===== src/rtl/challenge_pkg.sv =====
// ----------------------------------------------------------------------------
// challenge_pkg
// Shared definitions for the error-checking challenge protocol. Both the
// checker and the OBC-side responder import this package so that the state
// encoding and the answer function have exactly one definition.
//   QA_W             : question / answer width (4)
//   state_e          : responder state encoding (2 bits)
//   challenge_answer : protocol answer for a given question
// ----------------------------------------------------------------------------
package challenge_pkg;

  localparam int QA_W = 4;

  typedef enum logic [1:0] {
    ST_IDLE    = 2'b00,
    ST_COMPUTE = 2'b01,
    ST_PRESENT = 2'b10,
    ST_HALT    = 2'b11
  } state_e;

  // Bit 0 is inverted so the all-zero question never yields an all-zero
  // answer; the upper bits are adjacent-pair parities of the question.
  function automatic logic [QA_W-1:0] challenge_answer(input logic [QA_W-1:0] q);
    logic [QA_W-1:0] a;
    a[0] = ~q[0];
    a[1] = q[0] ^ q[1];
    a[2] = q[1] ^ q[2];
    a[3] = q[2] ^ q[3];
    return a;
  endfunction

endpackage


===== src/rtl/challenge_responder_sat_counter.sv =====
// ----------------------------------------------------------------------------
// sat_counter
// Up-counter that saturates at all-ones instead of wrapping.
// Ports:
//   clk    in  clock, rising edge
//   reset  in  asynchronous active-low reset (count -> 0)
//   inc    in  increment request
//   clr    in  synchronous clear (highest priority after reset)
//   hold   in  freeze the count (beats inc)
//   count  out current count, WIDTH bits
// ----------------------------------------------------------------------------
module sat_counter #(
  parameter int WIDTH = 8
) (
  input  logic             clk,
  input  logic             reset,
  input  logic             inc,
  input  logic             clr,
  input  logic             hold,
  output logic [WIDTH-1:0] count
);

  function automatic logic [WIDTH-1:0] sat_inc(input logic [WIDTH-1:0] v);
    if (&v) begin
      return v;
    end
    return v + 1'b1;
  endfunction

  always_ff @(posedge clk or negedge reset) begin
    if (!reset) begin
      count <= '0;
    end else if (clr) begin
      count <= '0;
    end else if (!hold && inc) begin
      count <= sat_inc(count);
    end
  end

endmodule


===== src/rtl/challenge_responder.sv =====
// ----------------------------------------------------------------------------
// challenge_responder
// OBC-side responder for the challenge protocol. Accepts a 4-bit question on
// a valid/ready handshake, waits RESP_DELAY cycles, then presents the answer
// on a second valid/ready handshake. An override from the checker latches a
// terminal HALT state that only reset leaves.
//
// Parameters:
//   RESP_DELAY  cycles from question capture to answer presentation (1..15)
//   COUNT_W     width of the answered-question counter
// Ports:
//   clk          in   clock, rising edge
//   reset        in   asynchronous active-low reset
//   question     in   question from the checker (4 bits)
//   q_valid      in   question valid
//   q_ready      out  responder can accept a question (state decode)
//   answer       out  registered answer (4 bits)
//   a_valid      out  answer valid (state decode)
//   a_ready      in   checker accepts the answer
//   override     in   checker shutdown command
//   resp_count   out  answers retired, saturating
//   q_dropped    out  sticky: question offered while not ready
//   fault_inject in   only with CHALLENGE_FAULT_INJECT_EN defined; inverts
//                     answer[0] when the answer is registered
// Build option: CHALLENGE_FAULT_INJECT_EN
// ----------------------------------------------------------------------------
module challenge_responder
  import challenge_pkg::*;
#(
  parameter int RESP_DELAY = 2,
  parameter int COUNT_W    = 8
) (
  input  logic               clk,
  input  logic               reset,
  input  logic [QA_W-1:0]    question,
  input  logic               q_valid,
  output logic               q_ready,
  output logic [QA_W-1:0]    answer,
  output logic               a_valid,
  input  logic               a_ready,
  input  logic               override,
`ifdef CHALLENGE_FAULT_INJECT_EN
  input  logic               fault_inject,
`endif
  output logic [COUNT_W-1:0] resp_count,
  output logic               q_dropped
);

  localparam logic [3:0] DLY_LOAD = 4'(RESP_DELAY - 1);

  state_e          state;
  logic [3:0]      dly_cnt;
  logic [QA_W-1:0] question_p0;
  logic [QA_W-1:0] answer_p1;
  logic            fault_bit;
  logic            retire;
  logic            cnt_hold;

`ifdef CHALLENGE_FAULT_INJECT_EN
  assign fault_bit = fault_inject;
`else
  assign fault_bit = 1'b0;
`endif

  // Handshake outputs depend on the state register only.
  assign q_ready = (state == ST_IDLE);
  assign a_valid = (state == ST_PRESENT);
  assign answer  = answer_p1;

  // Override on the retire edge discards the answer, so it must gate inc.
  assign retire   = (state == ST_PRESENT) && a_ready && !override;
  assign cnt_hold = (state == ST_HALT) || override;

  always_ff @(posedge clk or negedge reset) begin
    if (!reset) begin
      state       <= ST_IDLE;
      dly_cnt     <= '0;
      question_p0 <= '0;
      answer_p1   <= '0;
      q_dropped   <= 1'b0;
    end else if (override) begin
      state     <= ST_HALT;
      answer_p1 <= '0;
    end else begin
      unique case (state)
        // Stage p0: question capture
        ST_IDLE: begin
          if (q_valid) begin
            question_p0 <= question;
            dly_cnt     <= DLY_LOAD;
            state       <= ST_COMPUTE;
          end
        end
        // Stage p1: answer registered when the delay expires
        ST_COMPUTE: begin
          if (q_valid) begin
            q_dropped <= 1'b1;
          end
          if (dly_cnt == 4'd0) begin
            answer_p1 <= challenge_answer(question_p0) ^ {{(QA_W-1){1'b0}}, fault_bit};
            state     <= ST_PRESENT;
          end else begin
            dly_cnt <= dly_cnt - 4'd1;
          end
        end
        ST_PRESENT: begin
          // A question offered on the retire cycle is still a drop.
          if (q_valid) begin
            q_dropped <= 1'b1;
          end
          if (a_ready) begin
            state <= ST_IDLE;
          end
        end
        ST_HALT: begin
          state <= ST_HALT;
        end
        default: begin
          state <= ST_HALT;
        end
      endcase
    end
  end

  sat_counter #(
    .WIDTH (COUNT_W)
  ) u_resp_count (
    .clk   (clk),
    .reset (reset),
    .inc   (retire),
    .clr   (1'b0),
    .hold  (cnt_hold),
    .count (resp_count)
  );

endmodule


===== config.mk =====
export PLATFORM = sky130hd
export DESIGN_NAME = challenge_responder
export DESIGN_NICKNAME = d
export VERILOG_FILES = /design/src/rtl/challenge_pkg.sv /design/src/rtl/challenge_responder_sat_counter.sv /design/src/rtl/challenge_responder.sv
export SDC_FILE = /design/constraint.sdc
export NUM_CORES = 1
export LEC_CHECK = 0
export ABC_AREA = 1
export CORE_UTILIZATION = 52
export DETAILED_ROUTE_END_ITERATION = 8
export PLACE_DENSITY = 0.88
export SKIP_LAST_GASP = 1
export SLEW_MARGIN = 5
export SYNTH_ARGS = -nofsm -noshare
export SYNTH_HDL_FRONTEND = slang
export SYNTH_SLANG_ARGS = --single-unit

===== constraint.sdc =====
create_clock -name clk -period 1.7 [get_ports clk]
set_input_delay 0.34 -clock clk [delete_from_list [all_inputs] [get_ports clk]]
set_output_delay 0.34 -clock clk [all_outputs]
set_load 0.03 [all_outputs]

==> implementation parameters, run 1 <==
Parameter                              Value

Floorplanning
  DIE HEIGHT    53.05 um
  Width of the chip    53.05 um
  I/O pin cnt    24
  Effective utilization at floorplan    54.70%
  Overall die area    2814 um2
  Core box area    2477 um2
  Number of standard-cell rows in the floorplan    18

Global routing
  Congestion Overflow GR    0
  Number of antenna violations at the first check in global routing    0
  Met2 Track Usage GR    39.24%
  Most crowded layer after global routing    met2
  Total Routing Usage GR    21.73%
  First-pass GRT wire length    4347 um
  Via count of the first global-routing pass    1033
  GRT met1 Usage    24.68%
  Met3 usage in global routing    3.736%
  Maximum number of pins on one net before global-route repair    24

Synth
  Synthesis Warnings    0
  Leading area contributor after synthesis    dfrtp_1
  Synth area leaders    dfrtp_1 42%, nand2_1 16%, ha_1 7.4%
  Number of different library cells in the post-synthesis netlist    25
  Seq/Total Area, Yosys    42.47%
  Portion of synthesized cell area occupied by the leading cell type    42.47%
  Post-synthesis instance area    1355 um2
  Mapped Nets    179
  #FFs+latches synth    23
  Post-Synthesis Cells    162
  Post-synthesis average cell area    8.365 um2

Clock tree
  H-tree Lvls    1
  Skew-Pair Late Insertion Delay    0.32 ns
  Deepest clock path buffer count    2
  Root cell of the clock tree    clkbuf_4
  Total CTS buffers    3
  Clock tree from TritonCTS    yes
  Clk pin slew, worst setup/hold paths    0.13 ns
  Clock Sinks    23
  Number of hold buffers added after cts    0
  Post-CTS Repair Setup Buffers    0

STA
  Unrepaired setup endpoints after global routing    false
  Relative slew slack    79.15%
  Slew @ Worst Pin    0.3123 ns
  Final Slew Violations    0
  Fin Clk Skew    0.004532 ns
  Least setup slack across all paths after layout    0.05596 ns
  Post-Route Setup TNS    0 ns
  Post-route minimum period    1.644 ns
  Share of the cycle needed by the critical path after routing    96.71%
  Setup violators final    0
  Peak clock frequency supported by timing    608.3 MHz
  Final-layout worst hold slack    0.3553 ns
  Number of hold-slack violations in the final timing report    0

Layout
  Most used cells in the layout excluding fill and tap cells    58 x nand2_1, 23 x dfrtp_1, 15 x inv_1
  Count of non-filler cells in the finished layout    220
  Inserted Diodes    0
  Utilization after layout    66.31%
  Share of layout cells above drive strength 1    14.74%
  Final design area excluding fillers    1643 um2
  Growth of design area from synthesis to finish    21.24%
  Layout filler cell count    215
  Area taken by multi-input logic gates    701.9 um2
  Fin nets    208
  Most common cell after layout, fill and taps aside    nand2_1
  Storage cell area    575.6 um2

Critical path
  Critical path type    reg -> out
  Crit. End Element    output pin
  Worst reg2reg path depth    7
  Data required time of the critical path    1.36 ns
  Worst Path Max Fanout    4
  Data arrival, critical path    1.30 ns
  Crit Reg-Reg Endpoint    dly_cnt[2]$_DFFE_PN0P_
  Launching point of the worst reg2reg path    state[1]$_DFFE_PN0P_
  R2R setup slack    0.23 ns
  Sort of element at the start of the critical path    register

Detailed routing
  Wire length reported by the detailed router    2560 um
  Mean number of vias per cell    5.045
  Post-route DRC    0
  Remaining antenna violation count    0
  Number of detailed-route iterations in the first pass    4
  Average wire per cell in the routed design    11.64 um
  Number of DRC markers in iteration 0    19
  Via count of the routed design    1110

Placed design
  Detailed-placement wirelength estimate    1981 um
  Count of input and output buffers    23
  Post-Place Setup Slack    0.1170 ns
  Count of placed standard cells including taps    216
  Post-placement cell area    1628 um2
  Placer's final routability congestion estimate    0.7424

Power
  Worst VDD drop    0.0009453 V
  PwrDens    1414 nW/um2
  Total leakage power    0.8710 nW
  Total Power    2.322 mW

Worst hold path
  Kind of path behind the tightest hold check    in -> async

Status
  Status    finished clean

Run
  Max-cap violations    0
[critical path, stage by stage (launching register included)]
cell and delay [ns]:
dfrtp_1 0.45, inv_1 0.12, ha_1 0.24, buf_4 0.19
[cells by family after synthesis]
logic type	synth area share [%]
compound gates	4.432
xor+xnor	3.786
simple gates	32.87
mux	3.324
flops	42.47
fa+ha+maj	7.387
buf+inv	5.724
[layer usage]
metal / share of wire, % / wire length (um)
met2: 53 / 1349
met5: 0 / 0
met4: 1.4 / 35
met1: 43 / 1113
met3: 2.4 / 62
[registers in the layout, indices dropped and copies added, names as in the netlist]
name                count
answer                  4
q_dropped               1
dly_cnt                 4
state                   2
question_p0             4
u_resp_count.count      8
[worst max-delay path by stage]
stage / start / end / slack [ns] / cells after the start
6_report: state[1]$_DFFE_PN0P_ / q_ready / 0.06 / 3
2_1_floorplan: state[0]$_DFFE_PN0P_ / u_resp_count.count[0]$_DFFE_PN0P_ / 0.12 / 6
3_3_place_gp: override / dly_cnt[2]$_DFFE_PN0P_ / 0.18 / 7
5_1_grt: state[1]$_DFFE_PN0P_ / q_ready / 0.002 / 3
3_5_place_dp: override / u_resp_count.count[0]$_DFFE_PN0P_ / 0.12 / 6
4_1_cts: q_dropped$_DFFE_PN0P_ / q_dropped / 0.02 / 1
[Yosys cell counts]
cell type	number
nand2_2	3
xnor2_1	4
o31ai_1	1
clkinv_1	1
nand2_4	2
o21ai_0	4
nand3_1	10
nand3_2	3
nand3_4	1
buf_2	1
nor2_2	3
ha_1	8
nor2_8	1
o21bai_1	1
nor2_1	8
xor2_2	1
nand4_1	2
dfrtp_1	23
a21oi_1	3
inv_1	15
nand2_1	58
inv_4	2
nand3b_1	1
o21ai_1	2
mux2_2	4
[power by group]
| part | leakage [nW] | switching [mW] | total (mW) | internal, mW |
|---|---|---|---|---|
| clock network | 0.0177 | 0.173 | 0.261 | 0.0881 |
| registers | 0.292 | 0.180 | 0.912 | 0.732 |
| logic | 0.561 | 0.713 | 1.15 | 0.436 |
[repair_timing]
| action | CTS | global route |
|---|---|---|
| endpoints found under the setup margin | 12 | 1 |
| resized for setup | 12 | 1 |
| pin swaps | 0 | 0 |
[layout make-up]
cell class / count / area share, %
multi-input cells: 120 / 42.73
repair buffers: 25 / 13.86
inverters: 18 / 4.417
clock buffers: 3 / 1.371
well taps: 30 / 2.285
flip-flops and latches: 23 / 35.03
clock inverters: 1 / 0.3046
Note: power is estimated with default switching activity, not from simulation.
==> run 2: changes to the inputs <==
HOLD_SLACK_MARGIN = 0.12   (was default)
SYNTH_HIERARCHICAL = 1   (was default)
==> implementation parameters, run 2 <==
Parameter                              Value

Layout
  Inserted Diodes    0 (unchanged)
  Most used cells in the layout excluding fill and tap cells    54 x nand2_1, 23 x dfrtp_1, 15 x inv_1
  Storage cell area    575.6 um2 (unchanged)
  Reg with most FFs    u_resp_count/count
  Utilization after layout    68.12% (+1.8 points)
  Share of layout cells above drive strength 1    18.91% (+4.2 points)
  Area taken by multi-input logic gates    742.0 um2 (+5.7%)
  Largest register FFs    8 (unchanged)
  Layout filler cell count    219 (+1.9%)
  Most common cell after layout, fill and taps aside    nand2_1
  Fin nets    218 (+4.8%)
  Growth of design area from synthesis to finish    22.50%

Power
  P_sw    796.3 uW (-25%)
  Total leakage power    0.8623 nW (-1.0%)
  Switching portion of total power    41.14% (-4.8 points)
  PwrDens    1137 nW/um2 (-20%)
  Clock power share    13.4% (+2.1 points)
  Part of the power in registers    40.7% (+1.4 points)
  Worst VDD drop    0.0007551 V (-20%)
  Int Pwr    1.139 mW (-9.3%)
  Combinational power share    45.9% (-3.6 points)
  Total Power    1.936 mW (-17%)

Floorplanning
  Overall die area    2884 um2 (+2.5%)
  I/O pin cnt    24 (unchanged)
  Core box area    2500 um2 (+0.91%)
  Width of the chip    53.71 um (+1.2%)
  Effective utilization at floorplan    55.61% (+0.91 points)
  DIE HEIGHT    53.71 um (+1.2%)
  Number of standard-cell rows in the floorplan    18 (unchanged)

STA
  Final Slew Violations    0 (unchanged)
  Share of the cycle needed by the critical path after routing    96.29% (-0.41 points)
  Number of hold-slack violations in the final timing report    0 (unchanged)
  Fin Clk Skew    0.009323 ns (+0.004791 ns)
  Post-route minimum period    1.637 ns (-0.007052 ns)
  Peak clock frequency supported by timing    610.9 MHz (+0.43%)
  Post-Route Setup TNS    0 ns (unchanged)
  Setup violators final    0 (unchanged)
  Unrepaired setup endpoints after global routing    true

Detailed routing
  Average wire per cell in the routed design    12.25 um (+5.2%)
  Mean number of vias per cell    5.043 (about the same)
  Remaining antenna violation count    0 (unchanged)
  Via count of the routed design    1165 (+5.0%)
  Number of DRC markers in iteration 0    25 (+6)
  Post-route DRC    0 (unchanged)
  Wire length reported by the detailed router    2829 um (+11%)
  Number of detailed-route iterations in the first pass    4 (unchanged)

Synth
  Portion of synthesized cell area occupied by the leading cell type    41.40% (-1.1 points)
  Synth area leaders    dfrtp_1 41%, nand2_1 15%, ha_1 6.3%
  Number of enable-type register cells in the synthesized netlist    0 (unchanged)
  Post-Synthesis Cells    169 (+4.3%)
  Post-synthesis instance area    1390 um2 (+2.6%)
  Synthesis Warnings    6 (+6)
  Share of synthesized flip-flops with an asynchronous set or reset    100.0% (unchanged)
  Most frequently used cell type in the post-synthesis netlist    nand2_1
  #FFs+latches synth    23 (unchanged)
  Ranking of synthesized cells by instance count    54 x nand2_1, 23 x dfrtp_1, 16 x inv_1
  Post-synthesis average cell area    8.225 um2 (-1.7%)
  Seq/Total Area, Yosys    41.40% (-1.1 points)
  Prevailing post-synth register cell    dfrtp_1
  Leading area contributor after synthesis    dfrtp_1
  Number of different library cells in the post-synthesis netlist    25 (unchanged)

Clock tree
  Deepest clock path buffer count    2 (unchanged)
  Skew-Pair Late Insertion Delay    0.31 ns (about the same)
  Root cell of the clock tree    clkbuf_4
  Number of hold buffers added after cts    0 (unchanged)
  Clock Sinks    23 (unchanged)
  Clk pin slew, worst setup/hold paths    0.14 ns (about the same)
  Clock tree from TritonCTS    yes
  Post-CTS Repair Setup Buffers    0 (unchanged)
  Total CTS buffers    3 (unchanged)
  H-tree Lvls    1 (unchanged)

Placed design
  Placer's final routability congestion estimate    0.8254 (+11%)
  Detailed-placement wirelength estimate    2188 um (+10%)
  Count of input and output buffers    23 (unchanged)

Critical path
  Crit. End Element    output pin
  Data required time of the critical path    1.36 ns (about the same)
  Worst Path Max Fanout    4 (unchanged)
  Critical path type    reg -> out
  Sort of element at the start of the critical path    register
  Data arrival, critical path    1.30 ns (about the same)

Status
  Status    finished clean

Global routing
  Via count of the first global-routing pass    1125 (+8.9%)
  First-pass GRT wire length    4574 um (+5.2%)
  Maximum number of pins on one net before global-route repair    24 (unchanged)
  Congestion Overflow GR    0 (unchanged)
  Total Routing Usage GR    22.06% (+0.33 points)
  Number of antenna violations at the first check in global routing    0 (unchanged)

Run
  Max-cap violations    0 (unchanged)

Worst hold path
  Kind of path behind the tightest hold check    in -> async
==> run 2: changes by cell type after synthesis, moves of 2 or more <==
cell,before,now
mux2_2,4,0
nand2_4,2,0
inv_2,0,4
mux2_4,0,4
nor2_4,0,4
o21bai_1,1,3
nor2_1,8,13
nand3_1,10,8
o21ai_0,4,0
nand2_2,3,5
o21ai_1,2,8
nand2_1,58,54
a21oi_1,3,1
==> run 2: per-stage QoR <==
| step | hold WS (ns) | cell area [um2] | setup WS, ns | instances |
|---|---|---|---|---|
| 2_1_floorplan | 0.04441 | 1398 | 0.01977 | 171 |
| 3_3_place_gp | 0.4614 | 1683 | -0.001924 | 227 |
| 3_5_place_dp | 0.4704 | 1683 | -0.03905 | 227 |
| 4_1_cts | 0.3698 | 1698 | 0.006007 | 231 |
| 5_1_grt | 0.4147 | 1703 | -0.001847 | 231 |
| 6_report | 0.3520 | 1703 | 0.06302 | 231 |
==> run 2: final cells by class <==
class                      count  area share, %
multi-input combinational    126          43.57
sequential                    23          33.80
timing repair buffer          26          13.81
inverter                      22          4.996
tap                           30          2.204
clock buffer                   3          1.323
clock inverter                 1         0.2939
==> run 2: routing by layer <==
metal | vias to the layer above | global-route usage (%) | wire, um
li1 | 588 | - | -
met1 | 549 | 24.20 | 1189
met2 | 20 | 41.56 | 1482
met3 | 8 | 3.390 | 76
met4 | 0 | 8.772 | 80
met5 | - | 0 | 0
==> run 2: timing repair <==
item	in CTS	in global routing
resized for setup	13	3
cloned	0	0
endpoints found under the setup margin	13	6
==> run 2: logic make-up after synthesis <==
family	Yosys count	share of synthesized area, %
multiplexers	4	4.321
AO/OA/AOI/OAI	14	6.661
other	1	0.2698
adder cells (fa/ha/maj)	7	6.300
XOR/XNOR	4	2.520
AND/OR/NAND/NOR	94	32.40
buffers and inverters	22	6.120
flip-flops	23	41.40
==> run 2: worst paths after layout <==
path | from | to | slack [ns] | depth (start not counted)
hold reg to reg | q_dropped$_DFFE_PN0P_ | q_dropped$_DFFE_PN0P_ | 0.49 | 1
setup reg to reg | state[0]$_DFFE_PN0P_ | u_resp_count/count[7]$_DFFE_PN0P_ | 0.14 | 11
min in group clk | q_dropped$_DFFE_PN0P_ | q_dropped$_DFFE_PN0P_ | 0.49 | 1
setup / recovery | state[1]$_DFFE_PN0P_ | q_ready | 0.06 | 3
max in group asynchronous | reset | dly_cnt[2]$_DFFE_PN0P_ | 1.11 | 2
hold / removal | reset | u_resp_count/count[7]$_DFFE_PN0P_ | 0.35 | 2
==> run 2: power by group through the flow <==
| stage | registers [mW] | logic [mW] | clock network [mW] |
|---|---|---|---|
| after floorplan | 0.817 | 0.632 | 0 |
| after global placement | 0.788 | 0.842 | 0 |
| after detailed placement | 0.796 | 0.886 | 0 |
| after CTS | 0.784 | 0.884 | 0.267 |
| after global routing | 0.802 | 0.988 | 0.279 |
| final | 0.788 | 0.888 | 0.260 |
==> run 2: worst max-delay path, cell delays in order, from the launching register on <==
cell	delay, ns
dfrtp_1	0.44
inv_1	0.10
ha_2	0.26
buf_4	0.19
==> run 3: changes to the inputs <==
CORE_UTILIZATION = 62   (was 52)
DONT_BUFFER_PORTS = 1   (was default)
PLACE_DENSITY = 0.87   (was 0.88)
==> implementation parameters, run 3 (synthesized netlist as in run 2, its figures left out) <==
Parameter                              Value

Detailed routing
  Remaining antenna violation count    0 (unchanged)
  Top routing layer used    met4
  Post-route DRC    0 (unchanged)
  Mean number of vias per cell    5.281 (+4.7%)
  Post-Route M1 WL    1176 um (-1.1%)
  Number of detailed-route iterations in the first pass    4 (unchanged)
  Average wire per cell in the routed design    12.84 um (+4.9%)
  Via count of the routed design    1109 (-4.8%)
  Met2 Wirelength    1369 um (-7.6%)
  Routed length on met3    124 um (+63%)
  Number of DRC markers in iteration 0    25 (unchanged)
  Wire length reported by the detailed router    2697 um (-4.7%)

Floorplanning
  Width of the chip    49.35 um (-8.1%)
  I/O pin cnt    24 (unchanged)
  Effective utilization at floorplan    68.08% (+12 points)
  Number of standard-cell rows in the floorplan    16 (-2)
  DIE HEIGHT    49.35 um (-8.1%)
  Core box area    2042 um2 (-18%)
  Overall die area    2435 um2 (-16%)

Critical path
  Worst Path Max Fanout    4 (unchanged)
  Crit. End Element    output pin
  Data arrival, critical path    1.27 ns (-0.03 ns)
  Data required time of the critical path    1.36 ns (about the same)
  Worst reg2reg path depth    8 (-3)
  Critical path type    reg -> out
  Sort of element at the start of the critical path    register

Global routing
  Maximum number of pins on one net before global-route repair    24 (unchanged)
  First-pass GRT wire length    4547 um (-0.59%)
  Congestion Overflow GR    0 (unchanged)
  Via count of the first global-routing pass    1064 (-5.4%)
  Total Routing Usage GR    24.55% (+2.5 points)
  Number of antenna violations at the first check in global routing    0 (unchanged)

Layout
  Reg with most FFs    u_resp_count/count
  Area taken by multi-input logic gates    744.5 um2 (+0.34%)
  Largest register FFs    8 (unchanged)
  Fin nets    200 (-8.3%)
  Layout filler cell count    153 (-30%)
  Growth of design area from synthesis to finish    9.991%
  Inserted Diodes    0 (unchanged)
  Final design area excluding fillers    1529 um2 (-10%)
  Share of layout cells above drive strength 1    21.31% (+2.4 points)
  Most used cells in the layout excluding fill and tap cells    54 x nand2_1, 23 x dfrtp_1, 15 x inv_1
  Utilization after layout    74.88% (+6.8 points)
  Storage cell area    575.6 um2 (unchanged)
  Most common cell after layout, fill and taps aside    nand2_1

Clock tree
  H-tree Lvls    1 (unchanged)
  Skew-Pair Late Insertion Delay    0.30 ns (about the same)
  Post-CTS Repair Setup Buffers    0 (unchanged)
  Clock tree from TritonCTS    yes
  Total CTS buffers    3 (unchanged)
  Deepest clock path buffer count    2 (unchanged)
  Clk pin slew, worst setup/hold paths    0.12 ns (-0.02 ns)
  Clock Sinks    23 (unchanged)
  Root cell of the clock tree    clkbuf_4

STA
  Relative slew slack    31.75%
  Peak clock frequency supported by timing    619.6 MHz (+1.4%)
  Number of hold-slack violations in the final timing report    0 (unchanged)
  Post-Route Setup TNS    0 ns (unchanged)
  Unrepaired setup endpoints after global routing    false
  Slew @ Worst Pin    1.020 ns
  Final Slew Violations    0 (unchanged)
  Fin Clk Skew    0.005287 ns (-0.004036 ns)
  Setup violators final    0 (unchanged)
  Post-route minimum period    1.614 ns (-0.02295 ns)
  Share of the cycle needed by the critical path after routing    94.94% (-1.3 points)

Worst hold path
  Kind of path behind the tightest hold check    in -> reg
  Min-Delay Path Depth    2

Power
  Total Power    1.874 mW (-3.2%)
  PwrDens    1226 nW/um2 (+7.8%)
  Worst VDD drop    0.0007992 V (+5.9%)
  Total leakage power    0.7469 nW (-13%)

Run
  Max-cap violations    0 (unchanged)

Status
  Status    finished clean

Placed design
  Count of input and output buffers    0 (-100%)
  Detailed-placement wirelength estimate    2055 um (-6.1%)
  Post-placement cell area    1484 um2 (-12%)
  Placer's final routability congestion estimate    0.8580 (+3.9%)
## run 3: changes by cell type in the layout (fill, tap and decap cells not counted), sizes merged
cell / previous run / this run
dlygate4sd2: 12 / 0
clkdlybuf4s50: 8 / 0
buf: 5 / 7
dlygate4sd3: 0 / 1
dlymetal6s2s: 1 / 0
## run 3: final cells by class
type / count / share of cell area (%)
clock buffers: 3 / 1.473
clock inverters: 1 / 0.3273
inverters: 22 / 5.565
multi-input cells: 126 / 48.69
flip-flops and latches: 23 / 37.64
well taps: 27 / 2.209
repair buffers: 8 / 4.092
## run 3: routing by layer
metal,global-route usage (%),vias to the layer above
met5,0,-
li1,-,553
met3,4.361,4
met1,30.92,520
met4,5.392,0
met2,43.38,32
## run 3: final timing paths
check | start | endpoint | slack [ns]
min in group asynchronous | reset | q_dropped$_DFFE_PN0P_ | 0.64
min | override | state[1]$_DFFE_PN0P_ | 0.16
min reg2reg | dly_cnt[0]$_DFFE_PN0P_ | dly_cnt[0]$_DFFE_PN0P_ | 0.52
max reg2reg | state[0]$_DFFE_PN0P_ | u_resp_count/count[4]$_DFFE_PN0P_ | 0.11
max in group asynchronous | reset | u_resp_count/count[0]$_DFFE_PN0P_ | 0.44
max | state[1]$_DFFE_PN0P_ | q_ready | 0.09
## run 3: timing repair
action,CTS,global route
endpoints found under the setup margin,1,6
endpoints found under the hold margin,23,0
hold buffers,1,0
gates resized for setup,1,2
gates cloned,0,0
## run 3: through the flow
step / setup slack (ns) / instances / hold WS [ns]
after floorplan: 0.01977 / 171 / 0.04441
after global placement: 0.1937 / 205 / 0.04487
after detailed placement: 0.1234 / 205 / 0.04497
after CTS: 0.06807 / 210 / 0.1573
after global routing: 0.006195 / 210 / 0.1503
final: 0.08596 / 210 / 0.1628
## run 3: power breakdown
part           total, mW  switching (mW)  internal, mW
Clock              0.250           0.162        0.0876
Combinational      0.790           0.450         0.340
Sequential         0.834           0.163         0.671
Total               1.87           0.775          1.10
## run 3: critical path, stage by stage (launching register included)
cell	delay (ns)
dfrtp_1	0.44
inv_1	0.10
ha_2	0.25
buf_4	0.18
